### config.mk
export PLATFORM = sky130hd
export DESIGN_NAME = ram_arbiter_flat
export DESIGN_NICKNAME = d
export VERILOG_FILES = /design/src/rtl/ram_arbiter_if.sv /design/src/rtl/ram_arbiter.sv /design/src/flat_wrapper.sv
export SDC_FILE = /design/constraint.sdc
export NUM_CORES = 1
export LEC_CHECK = 0
export ABC_AREA = 1
export BUFFER_PORTS_ARGS = -buffer_cell sky130_fd_sc_hd__clkbuf_2
export CORE_AREA = 2 2 87 73
export DETAILED_ROUTE_END_ITERATION = 6
export DIE_AREA = 0 0 89 75
export PLACE_DENSITY = 0.78
export SLEW_MARGIN = 40
export SYNTH_ARGS = -nofsm -noshare
export SYNTH_HDL_FRONTEND = slang
export SYNTH_SLANG_ARGS = --single-unit
### constraint.sdc
create_clock -name clk -period 2.5 [get_ports clk]
set_input_delay 0.625 -clock clk [delete_from_list [all_inputs] [get_ports clk]]
set_output_delay 0.625 -clock clk [all_outputs]
set_load 0.05 [all_outputs]
### src/rtl/ram_arbiter_if.sv
// Bus bundle between the two requesters (CPU port A, loader/debug port B),
// the arbiter and the single-ported-write data RAM.
interface ram_arbiter_if;
  logic        a_req;
  logic        a_we;
  logic        a_lock;
  logic [4:0]  a_addr;
  logic [18:0] a_wdata;
  logic        a_gnt;
  logic        a_rvalid;
  logic [18:0] a_rdata;
  logic        a_stall;

  logic        b_req;
  logic        b_we;
  logic        b_lock;
  logic [4:0]  b_addr;
  logic [18:0] b_wdata;
  logic        b_gnt;
  logic        b_rvalid;
  logic [18:0] b_rdata;
  logic        b_stall;

  logic        ram_we;
  logic [4:0]  ram_waddr;
  logic [18:0] ram_wdata;
  logic [4:0]  ram_raddr;
  logic [18:0] ram_rdata;

  // Arbiter side
  modport slave (
    input  a_req, a_we, a_lock, a_addr, a_wdata,
    output a_gnt, a_rvalid, a_rdata, a_stall,
    input  b_req, b_we, b_lock, b_addr, b_wdata,
    output b_gnt, b_rvalid, b_rdata, b_stall,
    output ram_we, ram_waddr, ram_wdata, ram_raddr,
    input  ram_rdata
  );

  // Requester / RAM side
  modport master (
    output a_req, a_we, a_lock, a_addr, a_wdata,
    input  a_gnt, a_rvalid, a_rdata, a_stall,
    output b_req, b_we, b_lock, b_addr, b_wdata,
    input  b_gnt, b_rvalid, b_rdata, b_stall,
    input  ram_we, ram_waddr, ram_wdata, ram_raddr,
    output ram_rdata
  );
endinterface

### src/rtl/ram_arbiter.sv
// Two-port RAM arbiter: one owner at a time, ties go to the port that did not
// own last, locked bursts are bounded by MAX_BURST when the other port waits.
module ram_arbiter #(
  parameter int MAX_BURST = 8
) (
  input  logic         clk,
  input  logic         reset,
  ram_arbiter_if.slave bus
);

  localparam int CW = $clog2(MAX_BURST + 1);
  localparam logic [CW-1:0] BURST_MAX = CW'(MAX_BURST);

  typedef enum logic [1:0] {
    IDLE  = 2'd0,
    OWN_A = 2'd1,
    OWN_B = 2'd2
  } state_t;

  state_t        state_q, state_d;
  state_t        other_s;
  logic          last_b_q, last_b_d;
  logic [CW-1:0] burst_q, burst_d, burst_inc_s;
  logic          own_req_s, own_lock_s, oth_req_s;
  logic          txn_a_s, txn_b_s;
  logic          a_rvalid_q, b_rvalid_q;
  logic [18:0]   a_rdata_q, b_rdata_q;

  assign txn_a_s     = (state_q == OWN_A) && bus.a_req;
  assign txn_b_s     = (state_q == OWN_B) && bus.b_req;
  assign burst_inc_s = (burst_q >= BURST_MAX) ? BURST_MAX : burst_q + 1'b1;

  assign bus.a_gnt    = (state_q == OWN_A);
  assign bus.b_gnt    = (state_q == OWN_B);
  assign bus.a_stall  = bus.a_req && (state_q != OWN_A);
  assign bus.b_stall  = bus.b_req && (state_q != OWN_B);
  assign bus.a_rvalid = a_rvalid_q;
  assign bus.b_rvalid = b_rvalid_q;
  assign bus.a_rdata  = a_rdata_q;
  assign bus.b_rdata  = b_rdata_q;

  // Owner-relative view of the requester signals
  always_comb begin
    own_req_s  = 1'b0;
    own_lock_s = 1'b0;
    oth_req_s  = 1'b0;
    other_s    = IDLE;
    if (state_q == OWN_A) begin
      own_req_s  = bus.a_req;
      own_lock_s = bus.a_lock;
      oth_req_s  = bus.b_req;
      other_s    = OWN_B;
    end else if (state_q == OWN_B) begin
      own_req_s  = bus.b_req;
      own_lock_s = bus.b_lock;
      oth_req_s  = bus.a_req;
      other_s    = OWN_A;
    end else begin
      other_s    = IDLE;
    end
  end

  // Next-state, burst count and last-owner tracking
  always_comb begin
    state_d  = state_q;
    last_b_d = last_b_q;
    burst_d  = burst_q;
    case (state_q)
      IDLE: begin
        burst_d = {CW{1'b0}};
        if (bus.a_req && bus.b_req) begin
          state_d = last_b_q ? OWN_A : OWN_B;
        end else if (bus.a_req) begin
          state_d = OWN_A;
        end else if (bus.b_req) begin
          state_d = OWN_B;
        end else begin
          state_d = IDLE;
        end
      end
      OWN_A, OWN_B: begin
        // Any exit from ownership restarts the burst and records who left
        if (!own_req_s || (oth_req_s && (!own_lock_s || burst_inc_s >= BURST_MAX))) begin
          state_d  = oth_req_s ? other_s : IDLE;
          burst_d  = {CW{1'b0}};
          last_b_d = (state_q == OWN_B);
        end else begin
          burst_d  = burst_inc_s;
        end
      end
      default: begin
        state_d = IDLE;
        burst_d = {CW{1'b0}};
      end
    endcase
  end

  // RAM port mux: only the transacting owner reaches the RAM
  always_comb begin
    bus.ram_we    = 1'b0;
    bus.ram_waddr = 5'd0;
    bus.ram_raddr = 5'd0;
    bus.ram_wdata = 19'd0;
    if (txn_a_s) begin
      bus.ram_we    = bus.a_we;
      bus.ram_waddr = bus.a_addr;
      bus.ram_raddr = bus.a_addr;
      bus.ram_wdata = bus.a_wdata;
    end else if (txn_b_s) begin
      bus.ram_we    = bus.b_we;
      bus.ram_waddr = bus.b_addr;
      bus.ram_raddr = bus.b_addr;
      bus.ram_wdata = bus.b_wdata;
    end else begin
      bus.ram_we    = 1'b0;
    end
  end

  // Arbitration state
  always_ff @(posedge clk or negedge reset) begin
    if (!reset) begin
      state_q  <= IDLE;
      last_b_q <= 1'b1;
      burst_q  <= {CW{1'b0}};
    end else begin
      state_q  <= state_d;
      last_b_q <= last_b_d;
      burst_q  <= burst_d;
    end
  end

  // Read capture: rdata holds until the next read on the same port
  always_ff @(posedge clk or negedge reset) begin
    if (!reset) begin
      a_rvalid_q <= 1'b0;
      b_rvalid_q <= 1'b0;
      a_rdata_q  <= 19'd0;
      b_rdata_q  <= 19'd0;
    end else begin
      a_rvalid_q <= txn_a_s && !bus.a_we;
      b_rvalid_q <= txn_b_s && !bus.b_we;
      if (txn_a_s && !bus.a_we) begin
        a_rdata_q <= bus.ram_rdata;
      end
      if (txn_b_s && !bus.b_we) begin
        b_rdata_q <= bus.ram_rdata;
      end
    end
  end

endmodule

### src/flat_wrapper.sv
// flat-port wrapper written by rule: the top's interface ports become plain ports
module ram_arbiter_flat 
#(
  parameter int MAX_BURST = 8
)
  (clk, reset, bus_a_req, bus_a_we, bus_a_lock, bus_a_addr, bus_a_wdata, bus_a_gnt, bus_a_rvalid, bus_a_rdata, bus_a_stall, bus_b_req, bus_b_we, bus_b_lock, bus_b_addr, bus_b_wdata, bus_b_gnt, bus_b_rvalid, bus_b_rdata, bus_b_stall, bus_ram_we, bus_ram_waddr, bus_ram_wdata, bus_ram_raddr, bus_ram_rdata);
  ram_arbiter_if bus_i ();
  input  logic clk;
  input  logic reset;
  input wire logic [$bits(bus_i.a_req)-1:0] bus_a_req;
  input wire logic [$bits(bus_i.a_we)-1:0] bus_a_we;
  input wire logic [$bits(bus_i.a_lock)-1:0] bus_a_lock;
  input wire logic [$bits(bus_i.a_addr)-1:0] bus_a_addr;
  input wire logic [$bits(bus_i.a_wdata)-1:0] bus_a_wdata;
  output wire logic [$bits(bus_i.a_gnt)-1:0] bus_a_gnt;
  output wire logic [$bits(bus_i.a_rvalid)-1:0] bus_a_rvalid;
  output wire logic [$bits(bus_i.a_rdata)-1:0] bus_a_rdata;
  output wire logic [$bits(bus_i.a_stall)-1:0] bus_a_stall;
  input wire logic [$bits(bus_i.b_req)-1:0] bus_b_req;
  input wire logic [$bits(bus_i.b_we)-1:0] bus_b_we;
  input wire logic [$bits(bus_i.b_lock)-1:0] bus_b_lock;
  input wire logic [$bits(bus_i.b_addr)-1:0] bus_b_addr;
  input wire logic [$bits(bus_i.b_wdata)-1:0] bus_b_wdata;
  output wire logic [$bits(bus_i.b_gnt)-1:0] bus_b_gnt;
  output wire logic [$bits(bus_i.b_rvalid)-1:0] bus_b_rvalid;
  output wire logic [$bits(bus_i.b_rdata)-1:0] bus_b_rdata;
  output wire logic [$bits(bus_i.b_stall)-1:0] bus_b_stall;
  output wire logic [$bits(bus_i.ram_we)-1:0] bus_ram_we;
  output wire logic [$bits(bus_i.ram_waddr)-1:0] bus_ram_waddr;
  output wire logic [$bits(bus_i.ram_wdata)-1:0] bus_ram_wdata;
  output wire logic [$bits(bus_i.ram_raddr)-1:0] bus_ram_raddr;
  input wire logic [$bits(bus_i.ram_rdata)-1:0] bus_ram_rdata;
  assign bus_i.a_req = bus_a_req;
  assign bus_i.a_we = bus_a_we;
  assign bus_i.a_lock = bus_a_lock;
  assign bus_i.a_addr = bus_a_addr;
  assign bus_i.a_wdata = bus_a_wdata;
  assign bus_a_gnt = bus_i.a_gnt;
  assign bus_a_rvalid = bus_i.a_rvalid;
  assign bus_a_rdata = bus_i.a_rdata;
  assign bus_a_stall = bus_i.a_stall;
  assign bus_i.b_req = bus_b_req;
  assign bus_i.b_we = bus_b_we;
  assign bus_i.b_lock = bus_b_lock;
  assign bus_i.b_addr = bus_b_addr;
  assign bus_i.b_wdata = bus_b_wdata;
  assign bus_b_gnt = bus_i.b_gnt;
  assign bus_b_rvalid = bus_i.b_rvalid;
  assign bus_b_rdata = bus_i.b_rdata;
  assign bus_b_stall = bus_i.b_stall;
  assign bus_ram_we = bus_i.ram_we;
  assign bus_ram_waddr = bus_i.ram_waddr;
  assign bus_ram_wdata = bus_i.ram_wdata;
  assign bus_ram_raddr = bus_i.ram_raddr;
  assign bus_i.ram_rdata = bus_ram_rdata;
  ram_arbiter #(.MAX_BURST(MAX_BURST)) u_core (.clk(clk), .reset(reset), .bus(bus_i));
endmodule
* Word level (Yosys, flattened, before mapping)
Cells that the tools add are included.
Storage, ports and cells: output and inout bits 74, bits of input ports 75, word-level logic and storage cells 56, bits in registers 47
Cells by class: magnitude comparators 2, reductions and logical operators 17, mux-type cells 24, equal/unequal tests 5, $add $sub $neg 1
Operator list (count):
- $mux W19 | 2
- $mux W2 | 7
- $mux W4 | 3
- $mux W5 | 2
- $mux W1 | 9
- $ge A4 B4 Y1 const B | 2
- $logic_and A1 B1 Y1 | 8
- $add A4 B1 Y4 const B | 1
- $logic_not A1 Y1 | 4
- $ne A2 B1 Y1 const B | 2
- $pmux W2 S2 | 1
- $eq A2 B1 Y1 const B | 1
- $eq A2 B2 Y1 const B | 1
- $logic_not A2 Y1 | 1
- $logic_or A1 B1 Y1 | 2
- $ne A2 B2 Y1 const B | 1
- $reduce_and A2 Y1 | 1
- $reduce_or A2 Y1 | 1

* Longest topological paths before layout
word-level depth 9, mapped depth 12, depth with buffers taken out 11

* Worst setup path after synthesis
No wires, ideal clock.
path kind reg2out, from reg u_core.state_q[1], to out bus_ram_waddr[0], buffers on the path 3, stages on the path, launching flop included 10, data required time 1875 ps, arrival 2327 ps, setup slack -452 ps, cells stage by stage dfrtp_1 inv_1 ha_1 buf_2 nand2_4 inv_1 buf_2 nand2_1 nand2_1 buf_4
On the way: elaborated cells on any way between the ends 6, classes of those cells eq/ne: 2; mux: 2; reduce/logical: 2
RTL lines:
- start: declaration | line ram_arbiter.sv:20 | state_t state_q, state_d;
- start signal: assignment | line ram_arbiter.sv:126 | state_q <= state_d;
- $eq A2 B1 Y1
- via bus_a_gnt | line flat_wrapper.sv:15 | output wire logic [$bits(bus_i.a_gnt)-1:0] bus_a_gnt;
- $logic_and A1 B1 Y1 | line ram_arbiter.sv:29 | assign txn_a_s = (state_q == OWN_A) && bus.a_req;
- $mux W5 | line ram_arbiter.sv:104 | if (txn_a_s) begin
- end: declaration | line flat_wrapper.sv:29 | output wire logic [$bits(bus_i.ram_waddr)-1:0] bus_ram_waddr;
The timed path passes the listed nets, and every way through them passes these cells.

* Worst setup path after layout
from reg u_core.state_q[1], to out bus_ram_wdata[4]
On the way: word-level cells in the longest chain between the ends 4, elaborated cells on any way between the ends 6, classes of those cells eq/ne: 2; mux: 2; reduce/logical: 2
RTL lines:
- $eq A2 B2 Y1 | line ram_arbiter.sv:30 | assign txn_b_s = (state_q == OWN_B) && bus.b_req;
- $logic_and A1 B1 Y1 | line ram_arbiter.sv:30
- $mux W19 | line ram_arbiter.sv:109 | end else if (txn_b_s) begin
- $mux W19 * | line ram_arbiter.sv:104
- end: declaration | line flat_wrapper.sv:30 | output wire logic [$bits(bus_i.ram_wdata)-1:0] bus_ram_wdata;
Every way passes the cells marked *; elsewhere a longest branch is shown, timed or not.

==> reports/qor.txt <==
outcome -> complete, no violations
Total GRT Usage -> 0.178
first-pass GRT wire length -> 9.47 mm
share of layout cells above drive strength 1 -> 0.425
final hold vios -> 0
Layout area overhead -> 44.9%
Max Fclk -> 416 MHz
synthesized flop and latch total -> 47
metal2 WL -> 3.42 mm
vias in the first global route -> 2226
Remaining DRCs -> 0
Worst Skew -> 7.32 ps
Max FO, Critical Path -> 24
Die Y -> 75 um
WP data arrival -> 1780 ps
synth unique cells -> 21
Met1 Wirelength -> 2.58 mm
Final Cycle Share -> 0.961
critical path cell sequence -> inv_1, ha_4, nand2_4, inv_1, buf_12, nand2_1, nand2_1, buf_2
largest net degree at the start of global routing -> 48
DR vias/cell -> 4.52
Total Wirelength -> 6.42 mm
Max-Cap Viols -> 0
syn_nets -> 385
port bufs -> 148
crit path launch type -> flop
power per cell area -> 1400 nW/um^2
CTS tree -> done
initial antenna violation count -> 0
Setup TNS -> 0 ps
CTS buffer count -> 5
Boundary Pins -> 149
Post-DP HPWL -> 4.75 mm
# rows -> 25
clk root buf -> clkbuf_8
top routing layer used -> met4
RSZ-0062 raised after global routing -> false
Critical Path RT -> 1880 ps
Final nets -> 526
final-report max-slew violation count -> 0
clock buffer depth -> 2
VDD IR-drop max -> 0.000811 V
Die ar. -> 6680 um^2
Wirelength per Cell -> 12.2 um
worst rel slew slack -> 0.610
number of routed nets with antenna violations -> 0
Yosys warnings -> 0
CTS sink count -> 47
CP Capture Type -> primary output
Fillers -> 525
CTS clk-pin slew, worst paths -> 80 ps
Layout Utilization -> 0.610
die width -> 89 um
router iterations before antenna repair -> 4
min Tclk post-route -> 2400 ps
critical path class -> reg -> out
commonest cells after routing, fill and taps aside -> clkbuf_2 (119), nand2_1 (106), dfrtp_1 (44)
Initial DRC Count -> 81
cells after synthesis -> 303
Core Region -> 5760 um^2
max incr delay on CP -> 450 ps
top post-synthesis cells by area -> dfrtp_1 (48%), nand2_1 (17%), nand3_1 (6.2%)
total grt overflow -> 0
syn avg cell area -> 7.99 um^2
commonest non-fill, non-tap cell in the layout -> clkbuf_2
ANT cells -> 0
clk_lat worst skew -> 290 ps
via count -> 2380
Slew @ Worst Pin -> 584 ps
Netlist Area Pre-Place -> 2420 um^2
deepest level of the CTS H-tree -> 2
Synth top area share -> 0.475
WL met3 -> 354 um
post-synthesis sequential area ratio -> 0.486
routability congestion estimate -> 0.834
hold crit path type -> in -> async
reg2reg path depth -> 9
area leader, netlist -> dfrtp_1
LEAKAGE -> 2.05 nW
Slowest-stage cell, CP -> dfrtp_2
final setup fails -> 0
Starting Density -> 0.421
[per-stage QoR]
| stage | std cells | cell area, um^2 | power, W | hold slack, ps | setup slack, ps |
|---|---|---|---|---|---|
| global placement | 517 | 3280 | 0.00416 | 462 | 307 |
| detailed placement | 517 | 3280 | 0.00421 | 470 | 253 |
| floorplan | 303 | 2480 | 0.00353 | 329 | -66.8 |
| finish | 526 | 3510 | 0.00491 | 404 | 97.7 |
| CTS | 525 | 3430 | 0.00488 | 430 | 11.7 |
| global route | 526 | 3510 | 0.00519 | 469 | 0.219 |
[cells by family after synthesis]
family,synth area share
adders and majority gates,0.0362
DFF,0.486
buffers and inverters,0.108
AOI/OAI and AO/OA,0.110
and+or+nand+nor,0.260
[cell type report]
| cell class | instances | area (um^2) | share of cell area |
|---|---|---|---|
| clock buffer | 6 | 72.6 | 0.0207 |
| clock inverter | 2 | 60.1 | 0.0171 |
| inverter | 32 | 120 | 0.0342 |
| multi-input combinational | 204 | 1040 | 0.296 |
| sequential | 47 | 1180 | 0.336 |
| tap | 81 | 101 | 0.0289 |
| timing repair buffer | 154 | 936 | 0.267 |
[repair_timing]
| item | CTS | global route |
|---|---|---|
| gates resized for setup | 9 | 57 |
| setup buffers | 0 | 1 |
| hold buffers | 0 | 0 |
| setup endpoints to repair | 29 | 29 |
[per-layer routing]
layer,global-route usage,up-vias
met5,0,-
met4,0.0498,0
met3,0.0340,7
met2,0.330,69
met1,0.211,1081
li1,-,1223
[power by group]
group / switching [W] / internal [W] / total [W]
combinational: 0.00225 / 0.000747 / 0.00300
sequential: 0.000182 / 0.00108 / 0.00127
clock: 0.000244 / 0.000400 / 0.000644
total: 0.00268 / 0.00223 / 0.00491
[registers in the layout (all words and copies together), names as in the netlist]
signal / cells
u_core.bus.b_rvalid: 1
u_core.last_b_q: 1
u_core.bus.a_rvalid: 1
u_core.bus.a_rdata: 19
u_core.burst_q: 4
u_core.bus.b_rdata: 19
u_core.state_q: 2
[cell usage after synthesis, drive strengths merged]
library cell and count:
inv 32, ha 7, nand3 30, nand4 2
o21bai 1, dfrtp 46, nand2 112, buf 16
a21oi 4, dfstp 1, o21ai 40, nor2 8
clkbuf 4
[worst max-delay path, delay by kind of cell, from the launching register on]
| kind | cells | cell delay [ps] |
|---|---|---|
| adders and majority gates | 1 | 200 |
| and+or+nand+nor | 3 | 210 |
| DFF | 1 | 450 |
| buffers and inverters | 4 | 630 |
[final timing paths]
kind                                                from  slack (ps)                                  to
hold reg to reg              u_core.last_b_q$_DFFE_PN1P_         480         u_core.last_b_q$_DFFE_PN1P_
hold / removal                                     reset         400  u_core.bus.b_rdata[10]$_DFFE_PN0P_
max in group asynchronous                          reset        1670       u_core.state_q[0]$_DFFE_PN0P_
setup / recovery           u_core.state_q[1]$_DFFE_PN0P_         100                    bus_ram_wdata[4]
min in group clk             u_core.last_b_q$_DFFE_PN1P_         480         u_core.last_b_q$_DFFE_PN1P_
setup reg to reg           u_core.state_q[1]$_DFFE_PN0P_         860   u_core.bus.a_rdata[2]$_DFFE_PN0P_
(Power assumes the default switching activity.)
